$ cat src/rtl/trn_tx_arb_pkg.sv
`default_nettype none
// =============================================================================
// Module      : trn_tx_arb_pkg
// Description : Shared types and constants for the TRN transmit arbiter.
// Revision    : 1.0 - initial release
// =============================================================================
package trn_tx_arb_pkg;

    // Arbiter FSM encoding
    typedef enum logic [1:0] {
        ARB_IDLE    = 2'd0,
        ARB_GRANT   = 2'd1,
        ARB_BUSY    = 2'd2,
        ARB_RELEASE = 2'd3
    } arb_state_t;

    // Values presented to the endpoint when nobody drives the TRN bus
    localparam logic [7:0]  TREM_IDLE = 8'hFF;
    localparam logic [63:0] TD_IDLE   = 64'h0;

    // Default width of the shared non-posted tag counter
    localparam int TAGW_DEF = 5;

endpackage
`default_nettype wire

$ cat src/rtl/trn_tx_arb_rr_pick.sv
`default_nettype none
// =============================================================================
// Module      : trn_tx_arb_rr_pick
// Description : Combinational round-robin search: returns the first set request
//               at or after the pointer, wrapping from NREQ-1 to 0.
// Revision    : 1.0 - initial release
// =============================================================================
module trn_tx_arb_rr_pick
    import trn_tx_arb_pkg::*;
#(
    parameter int NREQ = 3,
    parameter int IW   = 2
) (
    input  logic [NREQ-1:0] i_req,
    input  logic [IW-1:0]   i_ptr,
    output logic [IW-1:0]   o_sel,
    output logic            o_any
);

    // Pick the requester with the smallest wrapped distance from the pointer
    always_comb begin
        int w_dist;
        int w_best;
        w_dist = 0;
        w_best = NREQ;
        o_sel  = '0;
        o_any  = |i_req;
        for (int i = 0; i < NREQ; i++) begin
            w_dist = i - int'(i_ptr);
            if (w_dist < 0) begin
                w_dist = w_dist + NREQ;
            end
            if (i_req[i] && (w_dist < w_best)) begin
                w_best = w_dist;
                o_sel  = IW'(i);
            end
        end
    end

endmodule
`default_nettype wire

$ cat src/rtl/trn_tx_arb.sv
`default_nettype none
// =============================================================================
// Module      : trn_tx_arb
// Description : Round-robin arbiter for the shared PCIe TRN transmit interface.
//               Grants one requester at a time, muxes its TRN tx signals onto
//               the endpoint and owns the shared non-posted tag counter.
// Revision    : 1.0 - initial release
// =============================================================================
module trn_tx_arb
    import trn_tx_arb_pkg::*;
#(
    parameter int NREQ = 3,
    parameter int TAGW = TAGW_DEF
) (
    input  logic                 clk,
    input  logic                 rst,
    input  logic [NREQ-1:0]      req_ep,
    input  logic [NREQ-1:0]      drv_ep,
    output logic [NREQ-1:0]      my_trn,
    input  logic [NREQ-1:0]      tag_inc,
    output logic [TAGW-1:0]      tag_trn,
    input  logic [NREQ*64-1:0]   in_trn_td,
    input  logic [NREQ*8-1:0]    in_trn_trem_n,
    input  logic [NREQ-1:0]      in_trn_tsof_n,
    input  logic [NREQ-1:0]      in_trn_teof_n,
    input  logic [NREQ-1:0]      in_trn_tsrc_rdy_n,
    output logic [63:0]          trn_td,
    output logic [7:0]           trn_trem_n,
    output logic                 trn_tsof_n,
    output logic                 trn_teof_n,
    output logic                 trn_tsrc_rdy_n,
    input  logic                 trn_tdst_rdy_n
);

    localparam int IW = (NREQ > 1) ? $clog2(NREQ) : 1;

    arb_state_t      r_state;
    arb_state_t      w_next;
    logic [IW-1:0]   r_owner;
    logic [IW-1:0]   r_ptr;
    logic [TAGW-1:0] r_tag;

    logic [IW-1:0]   w_sel;
    logic            w_any;
    logic            w_owns;
    logic            w_active;
    logic            w_own_req;
    logic            w_own_drv;
    logic            w_own_tag;
    logic [63:0]     w_own_td;
    logic [7:0]      w_own_trem;
    logic            w_own_sof;
    logic            w_own_eof;
    logic            w_own_src;

    // Destination-ready goes straight from the endpoint to the requesters
    logic            w_unused;
    assign w_unused = trn_tdst_rdy_n;

    trn_tx_arb_rr_pick #(
        .NREQ (NREQ),
        .IW   (IW)
    ) u_rr_pick (
        .i_req (req_ep),
        .i_ptr (r_ptr),
        .o_sel (w_sel),
        .o_any (w_any)
    );

    assign w_owns   = (r_state == ARB_GRANT) || (r_state == ARB_BUSY);
    assign w_active = w_owns && w_own_drv;
    assign tag_trn  = r_tag;

    // Extract the current owner's handshake and TRN slice
    always_comb begin
        w_own_req  = 1'b0;
        w_own_drv  = 1'b0;
        w_own_tag  = 1'b0;
        w_own_td   = TD_IDLE;
        w_own_trem = TREM_IDLE;
        w_own_sof  = 1'b1;
        w_own_eof  = 1'b1;
        w_own_src  = 1'b1;
        for (int i = 0; i < NREQ; i++) begin
            if (r_owner == IW'(i)) begin
                w_own_req  = req_ep[i];
                w_own_drv  = drv_ep[i];
                w_own_tag  = tag_inc[i];
                w_own_td   = in_trn_td[i*64 +: 64];
                w_own_trem = in_trn_trem_n[i*8 +: 8];
                w_own_sof  = in_trn_tsof_n[i];
                w_own_eof  = in_trn_teof_n[i];
                w_own_src  = in_trn_tsrc_rdy_n[i];
            end
        end
    end

    // One-hot grant, held only while the owner is in GRANT or BUSY
    always_comb begin
        my_trn = '0;
        for (int i = 0; i < NREQ; i++) begin
            if (w_owns && (r_owner == IW'(i))) begin
                my_trn[i] = 1'b1;
            end
        end
    end

    // Endpoint mux: owner's signals only while it actually drives
    always_comb begin
        trn_td         = TD_IDLE;
        trn_trem_n     = TREM_IDLE;
        trn_tsof_n     = 1'b1;
        trn_teof_n     = 1'b1;
        trn_tsrc_rdy_n = 1'b1;
        if (w_active) begin
            trn_td         = w_own_td;
            trn_trem_n     = w_own_trem;
            trn_tsof_n     = w_own_sof;
            trn_teof_n     = w_own_eof;
            trn_tsrc_rdy_n = w_own_src;
        end
    end

    // Next-state logic
    always_comb begin
        w_next = r_state;
        case (r_state)
            ARB_IDLE:    if (w_any) w_next = ARB_GRANT;
            ARB_GRANT: begin
                if (w_own_drv) begin
                    w_next = ARB_BUSY;
                end else if (!w_own_req) begin
                    w_next = ARB_RELEASE;
                end
            end
            ARB_BUSY:    if (!w_own_drv) w_next = ARB_RELEASE;
            ARB_RELEASE: w_next = ARB_IDLE;
            default:     w_next = ARB_IDLE;
        endcase
    end

    // State register
    always_ff @(posedge clk) begin
        if (rst) begin
            r_state <= ARB_IDLE;
        end else begin
            r_state <= w_next;
        end
    end

    // Latch the new owner in IDLE; advance the pointer past it on release
    always_ff @(posedge clk) begin
        if (rst) begin
            r_owner <= '0;
            r_ptr   <= '0;
        end else begin
            if ((r_state == ARB_IDLE) && w_any) begin
                r_owner <= w_sel;
            end
            if (r_state == ARB_RELEASE) begin
                r_ptr <= (r_owner == IW'(NREQ-1)) ? '0 : r_owner + IW'(1);
            end
        end
    end

    // Shared tag counter, bumped only by the current owner
    always_ff @(posedge clk) begin
        if (rst) begin
            r_tag <= '0;
        end else if (w_owns && w_own_tag) begin
            r_tag <= r_tag + TAGW'(1);
        end
    end

endmodule
`default_nettype wire

$ cat config.mk
export PLATFORM = sky130hd
export DESIGN_NAME = trn_tx_arb
export DESIGN_NICKNAME = d
export VERILOG_FILES = /design/src/rtl/trn_tx_arb_pkg.sv /design/src/rtl/trn_tx_arb_rr_pick.sv /design/src/rtl/trn_tx_arb.sv
export SDC_FILE = /design/constraint.sdc
export NUM_CORES = 1
export LEC_CHECK = 0
export CAP_MARGIN = 10
export CORE_AREA = 2 2 123 125
export DETAILED_ROUTE_END_ITERATION = 7
export DIE_AREA = 0 0 125 127
export PLACE_DENSITY_LB_ADDON = 0.3
export SLEW_MARGIN = 20
export SYNTH_ARGS = -nofsm -noshare
export SYNTH_HDL_FRONTEND = slang
export SYNTH_SLANG_ARGS = --single-unit
$ cat constraint.sdc
create_clock -name clk -period 4.7 [get_ports clk]
set_clock_uncertainty 0.2 [all_clocks]
set_input_delay 0.705 -clock clk [delete_from_list [all_inputs] [get_ports clk]]
set_output_delay 0.705 -clock clk [all_outputs]
set_load 0.01 [all_outputs]
==> out/qor.yml <==
ys_types: 44
slew_viol_final: 0
track_usage_pct: 16.6
seq_area_um2: 228
rsz0062_at_grt: "false"
drv_cap: 0
clockRootBuffer: "clkbuf_16"
crit_chain: "clkdlybuf4s50_1 > nor2b_1 > ha_1 > nor2_1 > nor3b_1 > a21o_1 > a21o_1 > or2_2 > ha_1 > nor4_1 > a21oi_1 > o21ai_0 > nand2_1 > a31oi_1 > o41ai_1"
row_count: 44
firstDrtPassIters: 4
endpoint_kind: "flop"
cts_setup_buffers: 0
finalCritPeriodShare_pct: 81.5
synth_ff_type: "dfxtp_1"
synth_area_leader_cell: "mux2i_1"
synth_edf_count: 0
port_buffers: 318
drt_iter0_markers: 143
cp-start-kind: "primary input"
p_per_area_mw_per_mm2: 288
num_vias: 4204
start_util_pct: 20.3
hpwl_mm: 11.3
ir_drop_mv: 0.144
grt-ovfl-total: 0
crit_slowest_cell: "clkdlybuf4s50_1"
finalSetupTns_ns: 0
worst_slew_pin_slew_ns: 0.659
viasPerCell: 4.48
ys_seq_area_share_pct: 7.54
synth_common_cells: "142 x nor2_1, 70 x mux2i_1, 67 x a21oi_1"
stdcell_count: 938
dp.cells: 934
wl_mm: 14.1
min_period_ns: 3.83
grt_max_degree: 47
syn-cell-area_mm2: 0.00292
synthCells: 453
antenna_left: 0
die-width_um: 125
fin_nets: 1013
core_mm2: 0.0144
avgSynthCellArea_um2: 6.45
antenna_cells: 0
yosys-top-cells-area: "mux2i_1 24%, nor2_1 18%, a21oi_1 11%, ha_1 9.0%, dfxtp_1 7.5%"
setup_viol: 0
die-area_mm2: 0.0159
synth.ff_latch_count: 11
cts_hold_buf: 0
async_reset_ff_share_pct: 0
cts_buffers: 3
holdCritPathClass: "reg -> reg"
criticalPathCategory: "in -> reg"
synth_most_common_cell: "nor2_1"
grt_pass1_vias: 4221
fill_cells: 1489
ios: 320
drive_gt1_share_pct: 4.64
multi_input_area_mm2: 0.00256
arrival_ns: 3.73
critPathRequiredTime_ns: 4.60
crit_path_max_incr_delay_ns: 0.53
gp_congestion: 0.784
leakage_nw: 2.38
clockBufferDepth: 2
hold_violations: 0
cts_sinks: 11
grt_antenna_before_repair: 0
fp.dieH_um: 127
drc: 0
post_cts_resized: 0
synth_top_area_share_pct: 24.0
syn_to_final_growth_pct: 118
grt_first_pass_wirelength_mm: 21.7
synth_warnings: 0
path_max_fanout: 5
clk_pin_slew_ns: 0.04
htreeDepth: 1
cts_tree: "built"
route.detailed.wl_per_inst_um: 15.0
clock.fmax_mhz: 261
relSlewSlack_pct: 56.1
clk_latency_ns: 0.24
status: "complete, no violations"
==> metrics by stage <==
stage	setup WS, ns	instance area [um2]	hold slack (ns)	util [%]	power [mW]
2_1_floorplan	1.50	2950	0.310	-	0.944
6_report	0.870	6360	0.330	44.1	1.83
4_1_cts	0.870	6360	0.338	44.1	1.85
3_5_place_dp	0.629	6280	0.316	43.5	1.69
5_1_grt	0.528	6360	0.349	44.1	1.99
3_3_place_gp	0.660	6280	0.315	43.5	1.69
==> state kept, by name (all words and copies together) (netlist names) <==
signal and flops:
r_owner 2, r_ptr 2, r_state 2, tag_trn 5
==> layer usage <==
layer,vias up,track usage [%],part of all wire (%)
li1,2152,-,-
met1,1873,19.1,39
met2,171,32.0,53
met3,8,3.64,7.3
met4,0,2.35,0.96
met5,-,0,0
==> final cells by class <==
type                    count  share of cell area [%]
flip-flops and latches     11                    3.58
clock inverters             1                  0.0787
repair buffers            325                    50.9
inverters                   7                   0.413
well taps                 184                    3.62
multi-input cells         407                    40.3
clock buffers               3                    1.18
==> cell usage in the layout, fill, tap and decap left out, drive strengths merged, types with 2 or more instances in the layout <==
master           n
mux2i           70
xor2             3
mux2            11
nand4            3
nand3b           3
nand2           24
nor3             2
nor2           142
o22ai           11
nand2b           5
a31oi            2
clkdlybuf4s50  318
a21o             3
dfxtp           11
nor2b            4
nor4             2
or2              3
clkbuf           3
inv              7
ha              21
and2             2
conb             9
buf              7
a221oi           2
nor3b            2
o21ai            3
a21oi           67
==> where the power goes <==
group / switching [mW] / internal [mW]
combinational: 0.710 / 0.802
sequential: 0.0505 / 0.112
clock: 0.0437 / 0.113
==> worst max-delay path, delay by kind of cell <==
kind / cells / cell delay (ns)
adders and majority gates: 2 / 0.46
and+or+nand+nor: 6 / 1.00
buffers and inverters: 1 / 0.53
AOI/OAI and AO/OA: 6 / 1.04
==> logic make-up after synthesis <==
family / after synthesis / share of synthesized area, %
AOI/OAI and AO/OA: 97 / 19.9
other: 2 / 0.257
DFF: 11 / 7.54
muxes: 81 / 28.2
xor gates and xnor gates: 4 / 1.20
adders and majority gates: 21 / 8.99
buffers and inverters: 42 / 5.95
and+or+nand+nor: 195 / 28.0
==> worst paths after layout <==
check,depth (start not counted),startpoint,slack (ns),end
setup / recovery,15,req_ep[0],0.87,r_owner[0]
setup reg to reg,16,r_ptr[1],1.18,r_owner[0]
hold reg to reg,2,tag_trn[4],0.33,tag_trn[4]
hold / removal,2,tag_trn[4],0.33,tag_trn[4]
No activity file was read; power rests on OpenSTA's default activity.
